==> src/rtl/stream_xform_stage.sv <==
// Streaming transform stage: per-beat pass/add/xor, per-frame checksum and beat count,
// registered output with a one-entry skid buffer so in_ready can be a register.
module stream_xform_stage #(
  parameter int AXI_DATA_WIDTH = 32,
  parameter int CNT_WIDTH      = 20
) (
  input  logic                      clk,
  input  logic                      rst_n,
  input  logic                      in_valid,
  input  logic [AXI_DATA_WIDTH-1:0] in_data,
  input  logic                      in_last,
  output logic                      in_ready,
  output logic                      out_valid,
  output logic [AXI_DATA_WIDTH-1:0] out_data,
  output logic                      out_last,
  input  logic                      out_ready,
  input  logic [1:0]                cfg_mode,
  input  logic [AXI_DATA_WIDTH-1:0] cfg_operand,
  input  logic                      sum_clear,
  output logic                      frame_done,
  output logic [AXI_DATA_WIDTH-1:0] frame_sum,
  output logic [CNT_WIDTH-1:0]      frame_beats
);

  typedef enum logic [1:0] {
    MODE_PASS  = 2'd0,
    MODE_ADD   = 2'd1,
    MODE_XOR   = 2'd2,
    MODE_PASS3 = 2'd3
  } xform_mode_e;

  logic                      outValid_q, outValid_d;
  logic [AXI_DATA_WIDTH-1:0] outData_q, outData_d;
  logic                      outLast_q, outLast_d;
  logic                      skidValid_q, skidValid_d;
  logic [AXI_DATA_WIDTH-1:0] skidData_q, skidData_d;
  logic                      skidLast_q, skidLast_d;
  logic                      inReady_q, inReady_d;

  logic                      frameOpen_q, frameOpen_d;
  xform_mode_e               mode_q, mode_d;
  logic [AXI_DATA_WIDTH-1:0] operand_q, operand_d;
  logic [AXI_DATA_WIDTH-1:0] acc_q, acc_d;
  logic [CNT_WIDTH-1:0]      cnt_q, cnt_d;
  logic                      done_q, done_d;
  logic [AXI_DATA_WIDTH-1:0] frameSum_q, frameSum_d;
  logic [CNT_WIDTH-1:0]      frameBeats_q, frameBeats_d;

  logic                      accIn;
  logic                      emit;
  logic                      useLatched;
  xform_mode_e               effMode;
  logic [AXI_DATA_WIDTH-1:0] effOperand;
  logic [AXI_DATA_WIDTH-1:0] xformData;
  logic [AXI_DATA_WIDTH-1:0] accBase;
  logic [AXI_DATA_WIDTH-1:0] accSum;
  logic [CNT_WIDTH-1:0]      cntBase;
  logic [CNT_WIDTH-1:0]      cntInc;

  assign accIn = in_valid & inReady_q;
  assign emit  = outValid_q & out_ready;

  // A clear in the same cycle as a beat makes that beat the first of a new frame,
  // so it must see the live configuration rather than the old latch.
  assign useLatched = frameOpen_q & ~sum_clear;

  always_comb begin
    effMode    = useLatched ? mode_q : xform_mode_e'(cfg_mode);
    effOperand = useLatched ? operand_q : cfg_operand;
    case (effMode)
      MODE_ADD: xformData = in_data + effOperand;
      MODE_XOR: xformData = in_data ^ effOperand;
      default:  xformData = in_data;
    endcase
  end

  always_comb begin
    accBase      = sum_clear ? '0 : acc_q;
    cntBase      = sum_clear ? '0 : cnt_q;
    accSum       = accBase + xformData;
    cntInc       = cntBase + CNT_WIDTH'(1);
    acc_d        = accBase;
    cnt_d        = cntBase;
    frameOpen_d  = useLatched;
    mode_d       = sum_clear ? MODE_PASS : mode_q;
    operand_d    = sum_clear ? '0 : operand_q;
    done_d       = 1'b0;
    frameSum_d   = frameSum_q;
    frameBeats_d = frameBeats_q;
    if (accIn) begin
      if (in_last) begin
        acc_d        = '0;
        cnt_d        = '0;
        frameOpen_d  = 1'b0;
        mode_d       = MODE_PASS;
        operand_d    = '0;
        done_d       = 1'b1;
        frameSum_d   = accSum;
        frameBeats_d = cntInc;
      end else begin
        acc_d = accSum;
        cnt_d = cntInc;
        if (!useLatched) begin
          frameOpen_d = 1'b1;
          mode_d      = xform_mode_e'(cfg_mode);
          operand_d   = cfg_operand;
        end
      end
    end
  end

  // The skid entry always drains into the output register before new input is taken,
  // which keeps beat order and holds in_ready low only while the skid is occupied.
  always_comb begin
    outValid_d  = outValid_q;
    outData_d   = outData_q;
    outLast_d   = outLast_q;
    skidValid_d = skidValid_q;
    skidData_d  = skidData_q;
    skidLast_d  = skidLast_q;
    if (skidValid_q) begin
      if (emit) begin
        outData_d   = skidData_q;
        outLast_d   = skidLast_q;
        skidValid_d = 1'b0;
      end
    end else if (!outValid_q || emit) begin
      outValid_d = accIn;
      if (accIn) begin
        outData_d = xformData;
        outLast_d = in_last;
      end
    end else if (accIn) begin
      skidValid_d = 1'b1;
      skidData_d  = xformData;
      skidLast_d  = in_last;
    end
    inReady_d = ~skidValid_d;
  end

  always_ff @(posedge clk or negedge rst_n) begin
    if (!rst_n) begin
      outValid_q   <= 1'b0;
      outData_q    <= '0;
      outLast_q    <= 1'b0;
      skidValid_q  <= 1'b0;
      skidData_q   <= '0;
      skidLast_q   <= 1'b0;
      inReady_q    <= 1'b1;
      frameOpen_q  <= 1'b0;
      mode_q       <= MODE_PASS;
      operand_q    <= '0;
      acc_q        <= '0;
      cnt_q        <= '0;
      done_q       <= 1'b0;
      frameSum_q   <= '0;
      frameBeats_q <= '0;
    end else begin
      outValid_q   <= outValid_d;
      outData_q    <= outData_d;
      outLast_q    <= outLast_d;
      skidValid_q  <= skidValid_d;
      skidData_q   <= skidData_d;
      skidLast_q   <= skidLast_d;
      inReady_q    <= inReady_d;
      frameOpen_q  <= frameOpen_d;
      mode_q       <= mode_d;
      operand_q    <= operand_d;
      acc_q        <= acc_d;
      cnt_q        <= cnt_d;
      done_q       <= done_d;
      frameSum_q   <= frameSum_d;
      frameBeats_q <= frameBeats_d;
    end
  end

  assign in_ready    = inReady_q;
  assign out_valid   = outValid_q;
  assign out_data    = outData_q;
  assign out_last    = outLast_q;
  assign frame_done  = done_q;
  assign frame_sum   = frameSum_q;
  assign frame_beats = frameBeats_q;

endmodule

==> config.mk <==
export PLATFORM = sky130hd
export DESIGN_NAME = stream_xform_stage
export DESIGN_NICKNAME = d
export VERILOG_FILES = /design/src/rtl/stream_xform_stage.sv
export SDC_FILE = /design/constraint.sdc
export NUM_CORES = 1
export LEC_CHECK = 0
export ABC_AREA = 1
export CORE_MARGIN = 5
export CORE_UTILIZATION = 36
export DETAILED_ROUTE_END_ITERATION = 6
export SLEW_MARGIN = 20
export SYNTH_ARGS = -nofsm -noshare
export SYNTH_HDL_FRONTEND = slang
export SYNTH_SLANG_ARGS = --single-unit
export TNS_END_PERCENT = 100
==> constraint.sdc <==
create_clock -name clk -period 5.7 [get_ports clk]
set_clock_uncertainty 0.15 [all_clocks]
set_input_delay 1.14 -clock clk [delete_from_list [all_inputs] [get_ports clk]]
set_output_delay 1.14 -clock clk [all_outputs]
set_load 0.005 [all_outputs]
Word level (Yosys, flattened, before mapping)
Cells that the tools add are included. Widths: inputs -> output; s select.

Input bits: 72. Output and inout port bits: 88. Logic and storage cells: 70. Register bits: 209.

Reductions and logical operators: 8. Muxes and demuxes: 33. Bitwise gates (word level): 8. Add/subtract/negate cells: 3. Eq/ne operators: 3.

Operator list (count): $mux 32 (12); $add 32x32->32 (2); $pmux 32 s2 (1); $mux 20 (3); $xor 32x32->32 (1); $add 20x1->20 const B (1); $mux 1 (12); $mux 2 (5); $reduce_and 3->1 (2); $not 1->1 (4); $reduce_and 2->1 (2); $reduce_bool 2->1 (2); $and 1x1->1 (3); $eq 2x1->1 const B (1); $eq 2x2->1 const B (1); $ne 2x1->1 const B (1); $logic_not 1->1 (1); $logic_or 1x1->1 (1).

Logic depth before layout (Yosys ltp)
Gate-level depths: netlist (run 1).

Depth after elaboration: 8. Gate-level depth with buffers: 37. Gate-level depth less buffers: 33.

Worst setup path before layout (run 1)
Ideal clock, no wire load.

Path type: input to register. Start point: input sum_clear. End point: register acc_q[29]. Setup time: 0.118 ns. Path buffers: 4. Cell stages on the path: 35. Required time: 5.432 ns. Setup slack: 0.289 ns. Data arrival time: 5.143 ns. Cell sequence: buf_6 > inv_4 > buf_6 > nand2_4 > clkbuf_1 > clkbuf_1 > nand2_1 > o21ai_0 > inv_1 > ha_1 > inv_1 > fa_1 > inv_1 > nand2_1 > o21ai_2 > nand2_1 > nand2_1 > nand3_1 > nand2_1 > a21oi_1 > inv_1 > nand2_1 > nand3_1 > nand2_1 > nand2_1 > inv_1 > ha_1 > a21oi_1 > inv_1 > a21oi_1 > inv_1 > a2111oi_0 > nand3_1 > nand3_1 > nand2_1.

Word-level cells in the longest chain between the ends: 8. Elaborated cells between the ends (all ways): 13. Those cells by class: add/sub (2); eq/ne (2); mux (6); bitwise (3).

RTL lines: from (decl) (RTL line 19) `input logic sum_clear,`; $not 1->1 * (RTL line 65) `assign useLatched = frameOpen_q & ~sum_clear;`; $and 1x1->1 * (RTL line 65); $mux 32 / $mux 2 (equally long branches) (RTL line 69, 68); $add 32x32->32 (tied with other cells) (RTL line 71) `MODE_ADD: xformData = in_data + effOperand;`; $pmux 32 s2 * (RTL line 70) `case (effMode)`; named net xformData[22] (RTL line 54) `logic [AXI_DATA_WIDTH-1:0] xformData;`; $add 32x32->32 * (RTL line 80) `accSum = accBase + xformData;`; $mux 32 * (RTL line 91) `if (in_last) begin`; $mux 32 * (RTL line 90) `if (accIn) begin`; named net acc_d[29] (RTL line 43) `logic [AXI_DATA_WIDTH-1:0] acc_q, acc_d;`; to (signal assigned) (RTL line 153) `acc_q <= '0;`; to (signal assigned) (RTL line 169) `acc_q <= acc_d;`; to (decl) (RTL line 43).

Mark *: on every way through the listed nets, which the timed path passes. The rest lies on a longest branch. A chain may end at the register's enable or synchronous reset.

Final worst setup path (run 1)
Start point: input cfg_operand[0]. End point: register frameSum_q[29], in the netlist frame_sum[29].

Word-level cells in the longest chain between the ends: 4. Elaborated cells between the ends (all ways): 5. Those cells by class: add/sub (2); mux (2); bitwise (1).

RTL lines: from (decl) (RTL line 18) `input logic [AXI_DATA_WIDTH-1:0] cfg_operand,`; $mux 32 (RTL line 69) `effOperand = useLatched ? operand_q : cfg_operand;`; $add 32x32->32 (RTL line 71); $pmux 32 s2 (RTL line 70); named net xformData[6] (RTL line 54); $add 32x32->32 (RTL line 80); to (signal assigned) (RTL line 172) `frameSum_q <= frameSum_d;`; to (decl) (RTL line 46) `logic [AXI_DATA_WIDTH-1:0] frameSum_q, frameSum_d;`.

The timed path passes the listed nets, and every way through them passes these cells.

==> run summary, run 1 <==
status - complete, no violations
Yosys top cell area share - 0.375
post-synthesis async set-or-reset flop share - 1.00
DP HPWL - 38000 um
Clk Latency, worst-skew pair - 0.55 ns
CP max FO - 4
grt ovf - 0
CTS Buf Count - 26
Fill cells - 3960
Synth Area in Compound Gates - 0.160
Mapped Area - 0.0139 sq mm
# diodes - 0
Req. time, crit path - 5.98 ns
kind of end point of the critical path - flop
M1 WL - 23400 um
max cap viols - 0
setup ws final - 0.344 ns
clock tree buffer depth - 3
Util after Layout - 0.491
P_leak - 9.49 nW
CP Depth - 31
clock net sink count - 209
area leader, netlist - dfrtp_1
Routed Antenna Nets - 0
Adder-Cell Fraction of Synth Area - 0.0642
initial antenna violation count - 0
slowest CP cell - clkdlybuf4s50_1
Slew @ Worst Pin - 0.900 ns
FF-to-FF setup slack - 0.92 ns
Cell Rows - 72
Hold Crit Depth - 2
Post-CTS Hold Buffers - 0
Final Cycle Share - 0.940
RSZ-0062 raised after global routing - false
Seq/Total Area, Yosys - 0.377
Final Net Count - 2491
pin count of the biggest net entering global routing - 103
vias in the first global route - 13700
first-pass GRT wire length - 77500 um
wire length on met2 - 21800 um
Cell Pwr Density - 407 mW/mm^2
final setup vio count - 0
Avg WL per Cell - 17.1 um
Tot GR Track Use - 0.229
CP bufs+invs - 9
Ys Warns - 0
#FFs+latches synth - 209
CP most frequent cell - nand2_1
Final GP Congestion - 0.983
worst min path class - reg -> reg
Setup Slack @ Placement - -0.595 ns
Post-Synthesis Cells - 1989
vias post-DR - 14200
worst vdd ir - 0.000216 V
root buffer cell - clkbuf_16
Overall Power - 7.66 mW
Synth Net Count - 2131
main combinational cell family by area after synthesis - simple AND/OR/NAND/NOR gates
final count of pins violating max slew - 0
Remaining DRCs - 0
final setup TNS - 0 ns
Unique masters post-synth - 55
post-synthesis mux area share - 0
P&R area growth vs syn - 35.6%
final WL - 49500 um
fraction of layout cells with a size suffix above 1 - 0.162
Tmin final - 5.36 ns
Die Ht - 206 um
r2r worst-path depth - 30
largest cells by area after synthesis - dfrtp_1 37%, nand2_1 15%, o21ai_0 7.8%
critical path class - in -> reg
Crit path arrival time - 5.64 ns
Synth Area in XOR/XNOR - 0.0207
Detailed Routing Iterations Pass 1 - 5
WL met3 - 2610 um
Starting DRT DRC Count - 1083
Simple-Gate Fraction of Synth Area - 0.287
Setup crit start kind - primary input
relative max-transition margin - 0.400
CTS tree - done
Worst path top cell family by delay - buffers and inverters
prevailing post-synth register cell - dfrtp_1
CTS clk-pin slew, worst paths - 0.06 ns
synthesized area per cell - 6.98 sq um
Die W - 206 um
number of port buffers - 159
vias per std cell - 4.93
IO Pins - 160
Core Area - 0.0384 sq mm
fmax - 0.187 GHz
Top Metal Used - met4
Max stage delay on crit path - 0.46 ns
DIE AREA - 0.0426 sq mm
EDFF count, synth - 0
Starting Density - 0.362
Final Hold Viols - 0
CTS H-tree depth - 1
[synthesized netlist by cell type, types with 3 or more instances]
library cell and count:
dfrtp_1 208, nor3_1 17, inv_1 249, nor3_4 4
nand3b_1 14, nand2_1 540, nand3_1 116, inv_2 4
a21oi_1 124, o21ai_1 17, nor2_2 3, o21ai_2 3
a22o_1 4, clkbuf_1 61, buf_2 8, o21a_1 3
o22ai_1 14, nor4_1 5, xnor2_1 10, ha_1 68
nand2_2 8, nor2_1 180, nand4_1 8, or2_2 21
or2_1 4, o21bai_1 9, o21ai_0 215, a21o_1 11
xor2_1 21, buf_1 5
[cells by family after synthesis]
kind of cell / count (synthesis)
AOI/OAI and AO/OA: 414
buffers and inverters: 332
DFF: 209
xor gates and xnor gates: 32
adders and majority gates: 70
and+or+nand+nor: 932
[cell type report]
type                    instances  area [sq um]  share of cell area
clock buffers                  43           816              0.0433
repair buffers                408          3530               0.188
clock inverters                 4          98.8             0.00525
multi-input cells            1448          7530               0.400
inverters                     256           963              0.0512
flip-flops and latches        209          5230               0.278
well taps                     518           648              0.0344
[final timing paths]
path / startpoint / to
max: cfg_operand[0] / frame_sum[29]
min: out_data[14] / out_data[14]
max reg2reg: frameOpen_q / frame_sum[29]
min reg2reg: out_data[14] / out_data[14]
max in group asynchronous: rst_n / frame_sum[26]
min in group asynchronous: rst_n / out_data[13]
[cells in the final DEF (no fill, tap or decap), types with 5 or more instances in the layout]
cell	netlist	layout
nor4_1	5	5
a21oi_1	124	113
inv_2	4	6
a21o_1	11	11
o21bai_1	9	9
clkbuf_1	61	8
nor2_1	180	174
or2_2	21	21
xnor2_1	10	10
clkbuf_8	0	9
dfrtp_1	208	208
o21ai_2	3	5
inv_1	249	247
nor3_1	17	15
o21ai_1	17	24
buf_12	0	5
clkbuf_16	0	27
xor2_1	21	21
nand4_1	8	8
nand2_1	540	533
nand3_1	116	115
nand3b_1	14	14
o22ai_1	14	14
clkdlybuf4s50_1	0	157
o21ai_0	215	205
nand2_2	8	15
nor2_2	3	9
buf_4	0	243
a21oi_2	1	12
ha_1	68	64
[flip-flops by register name, indices dropped and copies added (netlist names), 2 cells and up]
register and count:
acc_q 32, frame_sum 32, operand_q 32, out_data 32, skidData_q 32, cnt_q 20, frame_beats 20, mode_q 2
[stage by stage]
stage	hold slack, ns	cell area [sq um]	instances
floorplan	0.294	13900	1989
global placement	0.309	17700	2837
detailed placement	0.315	17700	2837
CTS	0.330	18700	2884
global route	0.344	18800	2886
finish	0.326	18800	2886
[tightest hold or removal path, delay by kind of cell (launching register included)]
kind,cells,cell delay (ns)
flip-flops,1,0.34
AND/OR/NAND/NOR,2,0.10
[per-layer routing]
metal | vias up | global-route usage
met1 | 6602 | 0.330
met3 | 84 | 0.0297
met5 | - | 0
li1 | 7145 | -
met4 | 0 | 0.0606
met2 | 407 | 0.364
[repair_timing]
action / CTS / global route
endpoints found under the setup margin: 3 / 40
pin swaps: 0 / 1
buffers inserted: 0 / 2
resized for setup: 4 / 45
gates cloned: 0 / 0
[report_power, final]
part	switching [mW]	internal (mW)	leakage, nW
Combinational	2.01	1.74	6.32
Sequential	0.229	1.93	2.71
Clock	0.659	1.10	0.447
Total	2.90	4.77	9.49
Note: power is estimated with default switching activity, not from simulation.
==> inputs of run 2 (changes only) <==
RECOVER_POWER = 100   (was default)
==> run summary, run 2 (synthesized netlist as in run 1, its figures left out) <==
max cap viols - 7 (+7)
first-pass GRT wire length - 77500 um (unchanged)
fraction of layout cells with a size suffix above 1 - 0.146 (-0.0160)
Clk Latency, worst-skew pair - 0.55 ns (about the same)
violated checks - capacitance limit, slew limit
Pint - 4.64 mW (-2.7%)
CTS clk-pin slew, worst paths - 0.06 ns (about the same)
pin count of the biggest net entering global routing - 103 (unchanged)
commonest non-fill, non-tap cell in the layout - nand2_1
CTS H-tree depth - 1 (unchanged)
root buffer cell - clkbuf_16
r2r endpoint - frame_sum[29]
Fill cells - 3999 (+0.98%)
FF-to-FF setup slack - 0.87 ns (-0.05 ns)
CTS tree - done
design area - 0.0186 sq mm (-1.1%)
Avg WL per Cell - 17.2 um (about the same)
most frequent cells in the layout - 540 x nand2_1, 250 x inv_1, 213 x o21ai_0, 213 x buf_4, 208 x dfrtp_1
vias in the first global route - 13700 (unchanged)
number of port buffers - 159 (unchanged)
r2r worst-path depth - 30 (unchanged)
Finished Layout Cells - 2886 (unchanged)
Tmin final - 5.37 ns (+0.0175 ns)
relative max-transition margin - -1.38 (-1.78)
CP bufs+invs - 10 (+1)
DIE AREA - 0.0426 sq mm (unchanged)
sequential power share - 0.285 (+0.004)
Worst path top cell family by delay - buffers and inverters
Setup Slack @ Placement - -0.595 ns (unchanged)
critical path capture point - frame_sum[27]
clock net sink count - 209 (unchanged)
Detailed Routing Iterations Pass 1 - 5 (unchanged)
P&R area growth vs syn - 34.1%
kind of end point of the critical path - flop
Final Hold Viols - 0 (unchanged)
slowest CP cell - clkdlybuf4s50_1
Crit path arrival time - 5.70 ns (+0.06 ns)
final WL - 49500 um (about the same)
Cells after DPL - 2837 (unchanged)
Cell Pwr Density - 404 mW/mm^2 (-0.83%)
Final GP Congestion - 0.983 (unchanged)
Core Area - 0.0384 sq mm (unchanged)
hold_ws - 0.320 ns (-0.00583 ns)
critical path class - in -> reg
crit path launch - cfg_operand[0]
Routed Antenna Nets - 0 (unchanged)
final count of pins violating max slew - 370 (+370)
Switching Fraction - 0.382 (+0.00468)
DP HPWL - 38000 um (unchanged)
Clk pwr share - 0.235 (+0.005)
Req. time, crit path - 6.03 ns (+0.05 ns)
status - finished, violations left
CP most frequent cell - nand2_1
Max stage delay on crit path - 0.46 ns (about the same)
Starting Density - 0.362 (unchanged)
CP Depth - 30 (-3.2%)
fmax - 0.186 GHz (-0.33%)
Final Net Count - 2491 (unchanged)
share of total power in combinational logic - 0.480 (-0.009)
switching pwr - 2.87 mW (-0.75%)
RSZ-0062 raised after global routing - false
# diodes - 0 (unchanged)
Util after Layout - 0.485 (-0.00557)
P_leak - 9.46 nW (-0.23%)
FF+latch area - 0.00523 sq mm (unchanged)
worst min path class - reg -> reg
Multi-input gate area - 0.00743 sq mm (-1.4%)
final setup vio count - 0 (unchanged)
CTS Buf Count - 26 (unchanged)
setup ws final - 0.326 ns (-0.0175 ns)
Setup crit start kind - primary input
Post-CTS Hold Buffers - 0 (unchanged)
CP max FO - 4 (unchanged)
initial antenna violation count - 0 (unchanged)
IO Pins - 160 (unchanged)
Slew @ Worst Pin - 3.57 ns (+2.67 ns)
Starting DRT DRC Count - 967 (-11%)
Tot GR Track Use - 0.229 (unchanged)
Final Cycle Share - 0.943 (+0.00307)
Cell Rows - 72 (unchanged)
Overall Power - 7.51 mW (-2.0%)
clock tree buffer depth - 3 (unchanged)
placed cell areas - 0.0177 sq mm (unchanged)
FF-to-FF Start - frameOpen_q
Remaining DRCs - 0 (unchanged)
Die W - 206 um (unchanged)
vias per std cell - 4.93 (-0.16%)
Die Ht - 206 um (unchanged)
vias post-DR - 14200 (-0.16%)
worst vdd ir - 0.000216 V (-0.11%)
grt ovf - 0 (unchanged)
final setup TNS - 0 ns (unchanged)
[run 2: per-layer routing]
layer,up-vias,share of wire,GRT usage
li1,7147,-,-
met1,6633,0.48,0.330
met2,368,0.44,0.364
met3,67,0.049,0.0297
met4,0,0.029,0.0606
met5,-,0,0
[run 2: repair_timing]
| item | CTS | global route |
|---|---|---|
| endpoints found under the setup margin | 3 | 40 |
| setup buffers | 0 | 2 |
| pin swaps | 0 | 1 |
| gates resized for setup | 4 | 45 |
[run 2: final cells by class]
class                           count  share of cell area
Multi-Input combinational cell   1448               0.399
Clock buffer                       43              0.0438
Timing Repair Buffer              408               0.184
Sequential cell                   209               0.281
Tap cell                          518              0.0348
Inverter                          256              0.0518
Clock inverter                      4             0.00531
[run 2: worst min path at each step]
stage                   startpoint        endpoint  slack, ns  depth (start not counted)
finish                out_data[14]    out_data[14]       0.32                          2
floorplan            skidData_q[8]   skidData_q[8]       0.29                          2
CTS                 skidData_q[17]  skidData_q[17]       0.33                          2
detailed placement   skidData_q[2]   skidData_q[2]       0.32                          2
global route          out_data[30]    out_data[30]       0.34                          2
global placement     skidData_q[8]   skidData_q[8]       0.31                          2
[run 2: power by group through the flow]
stage               sequential, mW  combinational, mW  clock (mW)
floorplan                     2.15               1.74           0
global placement              2.17               3.66           0
detailed placement            2.18               3.68           0
CTS                           2.16               3.70        1.80
global route                  2.20               4.01        1.86
finish                        2.14               3.61        1.76
[run 2: worst min-delay path: cells and delay by family, from the launching register on]
family        cells  cell delay (ns)
simple gates      2             0.10
flops             1             0.33
